<file path="src/rtl/operand_bypass_sb.sv">
// Operand bypass (EX/MEM > WB > RF) and pending-write scoreboard feeding the E stage.
// Optional BYPASS_STATS_EN adds saturating stall/forward counters.
module operand_bypass_sb #(
  parameter int DATA_W = 32,
  parameter int REG_AW = 5,
  parameter int NPORTS = 2
) (
  input  logic                       clk,
  input  logic                       rst_n,
  input  logic                       issue_valid,
  output logic                       issue_ready,
  input  logic [NPORTS*REG_AW-1:0]   rs_addr,
  input  logic [NPORTS*DATA_W-1:0]   rf_data,
  input  logic [NPORTS-1:0]          rs_used,
  input  logic                       wr_en,
  input  logic [REG_AW-1:0]          wr_addr,
  input  logic                       m_valid,
  input  logic [REG_AW-1:0]          m_addr,
  input  logic [DATA_W-1:0]          m_data,
  input  logic                       w_valid,
  input  logic [REG_AW-1:0]          w_addr,
  input  logic [DATA_W-1:0]          w_data,
  output logic                       op_valid,
  output logic [NPORTS*DATA_W-1:0]   op_data,
  output logic [NPORTS*2-1:0]        fwd_sel
`ifdef BYPASS_STATS_EN
  ,
  output logic [31:0]                stat_stall,
  output logic [31:0]                stat_fwd_m,
  output logic [31:0]                stat_fwd_w
`endif
);

  localparam int NREG = 1 << REG_AW;

  logic [NREG-1:0]          r_pending;
  logic [NREG-1:0]          w_pend_eff;
  logic                     w_clr_m;
  logic                     w_waw;
  logic                     w_accept;
  logic [NPORTS-1:0]        w_raw;
  logic [REG_AW-1:0]        w_rs;
  logic [NPORTS*DATA_W-1:0] w_sel_data;
  logic [NPORTS*2-1:0]      w_sel;

  assign w_clr_m = m_valid && (m_addr != '0);

  always_comb begin
    w_pend_eff = r_pending;
    if (w_clr_m) w_pend_eff[m_addr] = 1'b0;
    w_sel_data = '0;
    w_sel      = '0;
    w_raw      = '0;
    w_rs       = '0;
    for (int p = 0; p < NPORTS; p++) begin
      w_rs = rs_addr[p*REG_AW +: REG_AW];
      if (m_valid && (m_addr == w_rs) && (w_rs != '0)) begin
        w_sel_data[p*DATA_W +: DATA_W] = m_data;
        w_sel[p*2 +: 2]                = 2'b10;
      end else if (w_valid && (w_addr == w_rs) && (w_rs != '0)) begin
        w_sel_data[p*DATA_W +: DATA_W] = w_data;
        w_sel[p*2 +: 2]                = 2'b01;
      end else begin
        w_sel_data[p*DATA_W +: DATA_W] = rf_data[p*DATA_W +: DATA_W];
        w_sel[p*2 +: 2]                = 2'b00;
      end
      // A stalled consumer is released in the very cycle its producer appears on m.
      w_raw[p] = rs_used[p] && w_pend_eff[w_rs] && !(m_valid && (m_addr == w_rs));
    end
  end

  assign w_waw       = wr_en && (wr_addr != '0) && w_pend_eff[wr_addr];
  assign issue_ready = !(|w_raw) && !w_waw;
  assign w_accept    = issue_valid && issue_ready;

  // Scoreboard: the set from an accepted issue overrides a same-cycle clear.
  always_ff @(posedge clk or negedge rst_n) begin
    if (!rst_n) begin
      r_pending <= '0;
    end else begin
      if (w_clr_m) r_pending[m_addr] <= 1'b0;
      if (w_accept && wr_en && (wr_addr != '0)) r_pending[wr_addr] <= 1'b1;
    end
  end

  // E-stage register boundary
  always_ff @(posedge clk or negedge rst_n) begin
    if (!rst_n) begin
      op_valid <= 1'b0;
      op_data  <= '0;
      fwd_sel  <= '0;
    end else begin
      op_valid <= w_accept;
      if (w_accept) begin
        op_data <= w_sel_data;
        fwd_sel <= w_sel;
      end
    end
  end

`ifdef BYPASS_STATS_EN
  logic [2:0] w_nm;
  logic [2:0] w_nw;

  function automatic logic [31:0] sat_add(input logic [31:0] a, input logic [2:0] b);
    logic [32:0] s;
    s = {1'b0, a} + {30'b0, b};
    return s[32] ? 32'hFFFF_FFFF : s[31:0];
  endfunction

  always_comb begin
    w_nm = '0;
    w_nw = '0;
    for (int p = 0; p < NPORTS; p++) begin
      if (w_sel[p*2 +: 2] == 2'b10) w_nm = w_nm + 3'd1;
      if (w_sel[p*2 +: 2] == 2'b01) w_nw = w_nw + 3'd1;
    end
  end

  always_ff @(posedge clk or negedge rst_n) begin
    if (!rst_n) begin
      stat_stall <= '0;
      stat_fwd_m <= '0;
      stat_fwd_w <= '0;
    end else begin
      if (issue_valid && !issue_ready) stat_stall <= sat_add(stat_stall, 3'd1);
      if (w_accept) begin
        stat_fwd_m <= sat_add(stat_fwd_m, w_nm);
        stat_fwd_w <= sat_add(stat_fwd_w, w_nw);
      end
    end
  end
`endif

endmodule

</file>
<file path="config.mk">
export PLATFORM = sky130hd
export DESIGN_NAME = operand_bypass_sb
export DESIGN_NICKNAME = d
export VERILOG_FILES = /design/src/rtl/operand_bypass_sb.sv
export SDC_FILE = /design/constraint.sdc
export NUM_CORES = 1
export LEC_CHECK = 0
export BUFFER_PORTS_ARGS = -buffer_cell sky130_fd_sc_hd__buf_2
export CORE_MARGIN = 10
export CORE_UTILIZATION = 35
export DETAILED_ROUTE_END_ITERATION = 12
export MAX_ROUTING_LAYER = met4
export PLACE_DENSITY = 0.7
export SYNTH_ARGS = -nofsm -noshare
export SYNTH_HDL_FRONTEND = slang
export SYNTH_SLANG_ARGS = --single-unit
</file>
<file path="constraint.sdc">
create_clock -name clk -period 9.3 [get_ports clk]
set_clock_uncertainty 0.1 [all_clocks]
set_input_delay 1.86 -clock clk [delete_from_list [all_inputs] [get_ports clk]]
set_output_delay 1.86 -clock clk [all_outputs]
set_load 0.02 [all_outputs]
</file>
; After elaboration in Yosys (flattened, before gate mapping)
; Cells that the tools add are included.
[op_classes]
order_cmp = 6
n_reduce_logical = 30
bitwise_logic = 3
n_eq_ne = 4
muxes = 20
[ops]
columns = operator, count
row1 = $mux W32, 6
row2 = $and A32 B32 Y32, 1
row3 = $not A32 Y32, 1
row4 = $or A32 B32 Y32, 1
row5 = $lt A5 B6 Y1 const B, 4
row6 = $logic_and A1 B1 Y1, 21
row7 = $eq A5 B5 Y1, 4
row8 = $reduce_bool A5 Y1, 4
row9 = $bmux W1 S5, 3
row10 = $demux W1 S5, 2
row11 = $ge A5 B1 Y1 const B, 2
row12 = $mux W1, 7
row13 = $logic_not A1 Y1, 4
row14 = $mux W2, 2
row15 = $reduce_or A2 Y1, 1
[totals]
ff_bits = 101
out_inout_bits = 70
elab_cells = 67
in_bits = 161

; Logic depth before layout (Yosys ltp)
; Gate-level depths: netlist of run 1.
[depth]
ltp_word = 18
depth_mapped = 13
ltp_nobuf = 9

; Worst setup path after synthesis of run 1
; OpenSTA, ideal clock, no wires.
[synth_path]
path_type = input to output
from = in m_addr[1]
to = out issue_ready
t_arrival_ns = 4.036
required_time_ns = 7.340
cell_stages = 10
slack_ns = 3.304
n_path_buf = 2
cell_sequence = buf_6 > or4b_4 > o21ai_2 > nor3_1 > o311ai_0 > nand4_1 > a32oi_1 > nand2_1 > clkbuf_1 > inv_1
[synth_via]
elab_chain_cells = 14
elab_cells_between_ends = 31
cone_classes = 2 x order compare / 2 x eq/ne / 9 x mux / 2 x bitwise / 16 x reduce/logical
[synth_rtl]
columns = item, line_no
row1 = "start, declared", 18  ; input logic [REG_AW-1:0] m_addr,
row2 = $lt A5 B6 Y1 (implied by the code) / $ge A5 B1 Y1 (equally long branches), 50  ; if (w_clr_m) w_pend_eff[m_addr] = 1'b0;
row3 = $logic_and A1 B1 Y1 (implied by the code), 50
row4 = $mux W1 (implied by the code), 50
row5 = $demux W1 S5, 50
row6 = $not A32 Y32 (no line), -
row7 = $and A32 B32 Y32 (no line), -
row8 = $mux W32, 50
row9 = $bmux W1 S5, 68  ; w_raw[p] = rs_used[p] && w_pend_eff[w_rs] && !(m_valid && (m_addr == w_rs));
row10 = $mux W1 (implied by the code), 68
row11 = $logic_and A1 B1 Y1 (2 in a row), 68
row12 = $reduce_or A2 Y1, 73  ; assign issue_ready = !(|w_raw) && !w_waw;
row13 = $logic_not A1 Y1, 73
row14 = $logic_and A1 B1 Y1 *, 73
row15 = "end, declared", 11  ; output logic issue_ready,
; Mark *: on every way between the ends. The rest lies on a longest branch, timed or not. The select of a mux whose other input is x is not followed.

; Worst setup path after layout of run 1
[layout_path]
from = in m_addr[0]
to = out issue_ready
; Same word-level chain as after synthesis.

==> impl_metrics.sql, run 1 <==
INSERT INTO impl_metrics (metric_group, metric, value, unit) VALUES
('routing', 'route.detailed.vias_per_inst', '5.61', ''),
('timing', 'timing_max_transition_violations_final', '0', ''),
('global_route', 'vias_in_the_first_global_route', '6399', ''),
('critical_path', 'crit_fanout', '24', ''),
('timing', 'final.setup.tns', '0', 'ps'),
('yosys', 'dominantRegCellSynth', 'sky130_fd_sc_hd__dfrtp_1', ''),
('global_route', 'antenna_found_initial', '0', ''),
('floorplanning', 'die_area', '25300', 'um^2'),
('place', 'placedCellCount', '1143', ''),
('floorplanning', 'count_of_pins_on_the_block_boundary', '231', ''),
('clocking', 'post_cts_sizing', '0', ''),
('cells_and_area', 'syn2layout_area_growth', '23.7', '%'),
('global_route', 'first_pass_grt_wire_length', '38300', 'um'),
('yosys', 'syn-mean-instance-area', '9.61', 'um^2'),
('timing', 'relSlewSlack', '0.348', ''),
('cells_and_area', 'antenna_cells', '0', ''),
('place', 'placement.io_buffers', '230', ''),
('clocking', 'post-cts-setup-buffers', '0', ''),
('critical_path', 'worst_setup_path_type', 'input pin to primary output', ''),
('timing', 'timing.final.crit_share', '0.748', ''),
('clocking', 'cts-root-to-sink-buffers', '2', ''),
('yosys', 'synth_cells', '705', ''),
('cells_and_area', 'drive_gt1_frac', '0.379', ''),
('outcome', 'status', 'complete, no violations', ''),
('critical_path', 'critical_path_arrival', '5000', 'ps'),
('critical_path', 'worst-r2r-setup-slack', '5920', 'ps'),
('cells_and_area', 'most_common_library_cell_in_the_layout_ignoring_fill_and_taps', 'sky130_fd_sc_hd__buf_2', ''),
('power', 'power.density', '174', 'nW/um^2'),
('timing', 'worst-slew-pin-transition', '978', 'ps'),
('timing', 'fmax', '144', 'MHz'),
('routing', 'route.detailed.drc', '0', ''),
('cells_and_area', 'filler_cell_count', '1864', ''),
('place', 'detailed_place_hpwl', '19000', 'um'),
('floorplanning', 'dieWidth', '159', 'um'),
('floorplanning', 'core_rows', '50', ''),
('yosys', 'synth.net_count', '866', ''),
('routing', 'dr.pass1.iters', '5', ''),
('timing', 'timing.final.setup_violations', '0', ''),
('global_route', 'globalRoute.totalOverflow', '0', ''),
('yosys', 'synth_sequential_area_ratio', '0.373', ''),
('hold_path', 'holdCritPathClass', 'flip-flop to flip-flop', ''),
('yosys', 'synth_seq_cells', '101', ''),
('floorplanning', 'start_util', '0.359', ''),
('clocking', 'worst_setup_hold_path_clk_slew', '80', 'ps'),
('yosys', 'synth_cell_type_count', '63', ''),
('global_route', 'gr-usage-all-layers', '0.192', ''),
('floorplanning', 'core_area', '18900', 'um^2'),
('routing', 'routed_wire_length_per_instance', '21.5', 'um'),
('critical_path', 'critical_path_required', '7340', 'ps'),
('place', 'place.gp.congestion', '0.973', ''),
('run', 'max_cap_violations', '0', ''),
('clocking', 'level_count_of_the_clock_h_tree', '3', ''),
('timing', 'final-hold-violation-count', '0', ''),
('power', 'cellLeakagePower', '3.48', 'nW'),
('routing', 'route.final.wire_length', '25000', 'um'),
('yosys', 'synth_async_sr_flop_share', '1.00', ''),
('yosys', 'number_of_synthesized_flops_with_an_enable_pin', '0', ''),
('cells_and_area', 'final_cells', '1159', ''),
('clocking', 'tritoncts_clock_tree', 'done', ''),
('timing', 'hold_ws', '402', 'ps'),
('timing', 'grt_setup_unrepaired', 'false', ''),
('cells_and_area', 'layout_common_cells', '229 x sky130_fd_sc_hd__buf_2, 101 x sky130_fd_sc_hd__dfrtp_1, 75 x sky130_fd_sc_hd__mux2i_1', ''),
('yosys', 'netlist_area', '6780', 'um^2'),
('cells_and_area', 'layout.nets', '1055', ''),
('clocking', 'post_cts_hold_buffer_count', '0', ''),
('clocking', 'total_clock_buffers_created_by_cts', '9', ''),
('power', 'ir_worst_vdd', '0.0942', 'mV'),
('routing', 'antenna_left', '0', ''),
('clocking', 'clk_root_buffer_cell', 'sky130_fd_sc_hd__clkbuf_16', ''),
('floorplanning', 'fp.dieH', '159', 'um'),
('global_route', 'pin_count_of_the_biggest_net_entering_global_routing', '70', ''),
('clocking', 'clk-insertion-delay-late', '350', 'ps'),
('critical_path', 'setup.worst_path.end_class', 'primary output', ''),
('critical_path', 'worst_setup_path_start_kind', 'input pin', ''),
('timing', 'finalCriticalPeriod', '6960', 'ps'),
('routing', 'routed-via-count', '6502', ''),
('clocking', 'clkSinkCount', '101', ''),
('yosys', 'synth_warnings', '0', ''),
('routing', 'starting_drc_count_in_detailed_routing', '569', '');
state kept, by name, indices dropped and copies added, names as in the netlist:
signal / flops
op_data: 64
r_pending: 32
fwd_sel: 4
op_valid: 1
layer usage:
metal	vias to the layer above	wire, um	track usage
li1	2988	-	-
met1	3139	10500	0.243
met2	327	12100	0.303
met3	48	1630	0.0374
met4	0	702	0.0615
met5	-	0	-
area by class of cell:
class | instances | area (um^2) | share of cell area
multi-input combinational | 533 | 3950 | 0.471
clock buffer | 9 | 225 | 0.0269
inverter | 12 | 46.3 | 0.00552
clock inverter | 7 | 103 | 0.0122
sequential | 101 | 2530 | 0.301
timing repair buffer | 237 | 1210 | 0.144
tap | 260 | 325 | 0.0388
Yosys cell counts, drive strengths merged (11+ instances only):
master | instances | share of area
inv | 11 | 0.0061
mux2 | 67 | 0.12
o211ai | 12 | 0.013
xnor2 | 11 | 0.014
o41ai | 19 | 0.025
nand2 | 53 | 0.030
nor3 | 11 | 0.0081
dfrtp | 101 | 0.37
o21ai | 75 | 0.056
buf | 22 | 0.023
clkbuf | 37 | 0.021
nand3 | 16 | 0.012
mux2i | 75 | 0.11
nor2 | 54 | 0.030
a21oi | 36 | 0.027
worst paths after layout:
| kind | endpoint | start | cells past startpoint |
|---|---|---|---|
| min in group asynchronous | r_pending[11] | rst_n | 1 |
| min | op_data[0] | op_data[0] | 1 |
| min reg2reg | op_data[0] | op_data[0] | 1 |
| max reg2reg | op_data[2] | r_pending[22] | 9 |
| max | issue_ready | m_addr[0] | 10 |
| max in group asynchronous | r_pending[17] | rst_n | 2 |
through the flow:
step / setup slack [ps] / area, um^2 / power (mW) / utilization
after detailed placement: 2430 / 8060 / 1.05 / 0.426
after CTS: 2420 / 8380 / 1.48 / 0.444
after floorplan: 3300 / 6780 / 0.862 / -
after global placement: 2350 / 8060 / 1.05 / 0.426
final: 2340 / 8380 / 1.46 / 0.444
after global routing: 2140 / 8380 / 1.53 / 0.444
cells by family after synthesis:
kind of cell,share of synthesized area
flops,0.373
mux,0.246
simple gates,0.134
compound gates,0.174
buf+inv,0.0504
xor+xnor,0.0233
worst max-delay path: stages:
cell                       delay [ps]
sky130_fd_sc_hd__buf_2            170
sky130_fd_sc_hd__nand4b_1         400
sky130_fd_sc_hd__o21ai_0          570
sky130_fd_sc_hd__mux4_2           350
sky130_fd_sc_hd__o21ai_0           70
sky130_fd_sc_hd__or4_4            570
sky130_fd_sc_hd__nand2_1           80
sky130_fd_sc_hd__nand2_1          500
sky130_fd_sc_hd__inv_1            210
sky130_fd_sc_hd__buf_2            190
where the power goes:
group          switching, mW  total (mW)  internal, mW
logic                  0.290       0.479         0.189
clock network          0.196       0.416         0.220
registers             0.0411       0.566         0.525
Power figures use the tool's default switching activity.
==> inputs of run 2 (changes only) <==
clock period = 6.5 ns   (was 9.3 ns; I/O delays follow)
==> run 2 against run 1 <==
Net effect: cell count up 0.60%; first-iteration DRC count fell by 9.3%; global-route usage is 1.3 points higher; highest routed layer unchanged; via count barely moved; sequential power up 43%; cell area grew 0.12%.
==> impl_metrics.sql, run 2 (synthesis results as in run 1) <==
INSERT INTO impl_metrics (metric_group, metric, value, unit) VALUES
('outcome', 'status', 'complete, no violations', ''),
('clocking', 'cts-root-to-sink-buffers', '2', ''),
('critical_path', 'timing.critical_path.slowest_cell_delay', '530', 'ps'),
('clocking', 'clk_root_buffer_cell', 'sky130_fd_sc_hd__clkbuf_16', ''),
('critical_path', 'critical_path.cell_chain', 'buf_2 > nand4bb_1 > o21ai_0 > mux2i_1 > o311ai_0 > o211ai_1 > a32oi_1 > nand2_1 > inv_1 > buf_2', ''),
('clocking', 'level_count_of_the_clock_h_tree', '3', ''),
('routing', 'dr.pass1.iters', '5', ''),
('timing', 'timing_max_transition_violations_final', '0', ''),
('power', 'power.clock.fraction', '0.264', ''),
('floorplanning', 'fp.dieH', '159', 'um'),
('place', 'place.gp.congestion', '0.963', ''),
('hold_path', 'holdCritPathClass', 'flip-flop to flip-flop', ''),
('power', 'switching_share', '0.366', ''),
('power', 'cellLeakagePower', '3.49', 'nW'),
('global_route', 'first_pass_grt_wire_length', '39900', 'um'),
('timing', 'final.setup.tns', '0', 'ps'),
('global_route', 'vias_in_the_first_global_route', '6543', ''),
('routing', 'antenna_left', '0', ''),
('cells_and_area', 'largest_register_ff_count', '64', ''),
('routing', 'route.detailed.drc', '0', ''),
('cells_and_area', 'registers.top_by_ff_count', 'op_data', ''),
('timing', 'final-hold-violation-count', '0', ''),
('floorplanning', 'start_util', '0.359', ''),
('place', 'detailed_place_hpwl', '20000', 'um'),
('clocking', 'post_cts_sizing', '0', ''),
('clocking', 'post_cts_hold_buffer_count', '0', ''),
('clocking', 'post-cts-setup-buffers', '0', ''),
('critical_path', 'critical_path_arrival', '3940', 'ps'),
('clocking', 'clkSinkCount', '101', ''),
('routing', 'starting_drc_count_in_detailed_routing', '516', ''),
('global_route', 'globalRoute.totalOverflow', '0', ''),
('power', 'power.net_switching', '0.749', 'mW'),
('power', 'ir_worst_vdd', '0.137', 'mV'),
('power', 'pwr-share-comb', '0.340', ''),
('floorplanning', 'core_rows', '50', ''),
('critical_path', 'worst_path_max_delay_cell', 'sky130_fd_sc_hd__o21ai_0', ''),
('timing', 'fmax', '187', 'MHz'),
('timing', 'relSlewSlack', '0.468', ''),
('clocking', 'worst_setup_hold_path_clk_slew', '70', 'ps'),
('routing', 'route.detailed.vias_per_inst', '5.57', ''),
('cells_and_area', 'final_core_util', '0.444', ''),
('clocking', 'tritoncts_clock_tree', 'done', ''),
('critical_path', 'setup.worst_path.end_class', 'primary output', ''),
('floorplanning', 'dieWidth', '159', 'um'),
('floorplanning', 'count_of_pins_on_the_block_boundary', '231', ''),
('critical_path', 'critical_path_buf_inv_count', '3', ''),
('critical_path', 'cpMostUsedCell', 'sky130_fd_sc_hd__buf_2', ''),
('place', 'placement.io_buffers', '230', ''),
('clocking', 'clk-insertion-delay-late', '350', 'ps'),
('critical_path', 'worst_setup_path_start_kind', 'input pin', ''),
('run', 'max_cap_violations', '0', ''),
('power', 'power.density', '243', 'nW/um^2'),
('global_route', 'antenna_found_initial', '4', ''),
('cells_and_area', 'layout_common_cells', '229 x sky130_fd_sc_hd__buf_2, 101 x sky130_fd_sc_hd__dfrtp_1, 75 x sky130_fd_sc_hd__mux2i_1', ''),
('floorplanning', 'die_area', '25300', 'um^2'),
('global_route', 'pin_count_of_the_biggest_net_entering_global_routing', '70', ''),
('global_route', 'gr-usage-all-layers', '0.205', ''),
('timing', 'worst-slew-pin-transition', '796', 'ps'),
('critical_path', 'critPathTopFamily', 'compound AO/OA/AOI/OAI gates', ''),
('power', 'seq_power_share', '0.396', ''),
('routing', 'routed-via-count', '6497', ''),
('timing', 'finalCriticalPeriod', '5340', 'ps'),
('critical_path', 'critical_path_required', '5100', 'ps'),
('routing', 'route.final.wire_length', '26400', 'um'),
('cells_and_area', 'syn2layout_area_growth', '23.9', '%'),
('timing', 'timing.final.setup_violations', '0', ''),
('cells_and_area', 'layout.nets', '1058', ''),
('cells_and_area', 'top_regs', 'op_data: 64 flops, r_pending: 32 flops, fwd_sel: 4 flops', ''),
('power', 'cell_internal_pwr', '1.29', 'mW'),
('timing', 'grt_setup_unrepaired', 'false', ''),
('floorplanning', 'core_area', '18900', 'um^2'),
('critical_path', 'crit_fanout', '11', ''),
('cells_and_area', 'drive_gt1_frac', '0.381', ''),
('clocking', 'total_clock_buffers_created_by_cts', '9', ''),
('cells_and_area', 'most_common_library_cell_in_the_layout_ignoring_fill_and_taps', 'sky130_fd_sc_hd__buf_2', ''),
('critical_path', 'worst_setup_path_type', 'input pin to primary output', ''),
('routing', 'routed_wire_length_per_instance', '22.7', 'um'),
('timing', 'timing.final.crit_share', '0.821', '');
## run 2: final cells by class
cell class | count | area, um^2
antenna | 4 | 10.0
inverter | 12 | 46.3
timing repair buffer | 240 | 1240
tap | 260 | 325
fill | 1879 | 10500
multi-input combinational | 533 | 3950
clock buffer | 9 | 225
sequential | 101 | 2530
clock inverter | 7 | 67.6
## run 2: path summary, 6_finish.rpt
kind	from	cells past startpoint	endpoint	slack, ps
worst max-delay path	m_addr[0]	10	issue_ready	1160
worst min-delay path	op_data[19]	1	op_data[19]	400
worst max register to register	r_pending[26]	9	op_data[55]	3500
worst min register to register	op_data[19]	1	op_data[19]	400
max in group asynchronous	rst_n	2	op_data[35]	4280
min in group asynchronous	rst_n	1	r_pending[6]	890
## run 2: routing by layer
layer,part of all wire,up-vias,track usage
met3,0.061,50,0.0400
met1,0.42,3174,0.247
met5,0,-,-
met2,0.49,268,0.334
met4,0.028,0,0.0762
li1,-,3005,-
## run 2: per-stage QoR
step	power, mW	cell area, um^2	setup WS, ps	hold WS, ps	cells
6_report	2.04	8390	1160	403	1166
5_1_grt	2.14	8390	939	422	1166
4_1_cts	2.06	8380	1280	407	1162
3_5_place_dp	1.51	8090	1300	389	1146
3_3_place_gp	1.51	8090	1210	385	1146
2_1_floorplan	1.23	6780	1620	363	705
## run 2: power by group through the flow
stage | Combinational [mW] | Clock [mW] | Sequential, mW
detailed placement | 0.694 | 0 | 0.820
CTS | 0.696 | 0.557 | 0.810
finish | 0.694 | 0.540 | 0.810
floorplan | 0.300 | 0 | 0.934
global route | 0.740 | 0.578 | 0.825
global placement | 0.693 | 0 | 0.818
## run 2: worst register-to-register path, cell delays in order, from the launching register on
cell                       delay, ps
sky130_fd_sc_hd__dfrtp_1         370
sky130_fd_sc_hd__o21ai_0         220
sky130_fd_sc_hd__mux4_2          380
sky130_fd_sc_hd__nor3_1           50
sky130_fd_sc_hd__or4_4           560
sky130_fd_sc_hd__a21boi_4        180
sky130_fd_sc_hd__nand2_4         150
sky130_fd_sc_hd__clkinv_2        100
sky130_fd_sc_hd__buf_12          320
sky130_fd_sc_hd__mux2_2          470
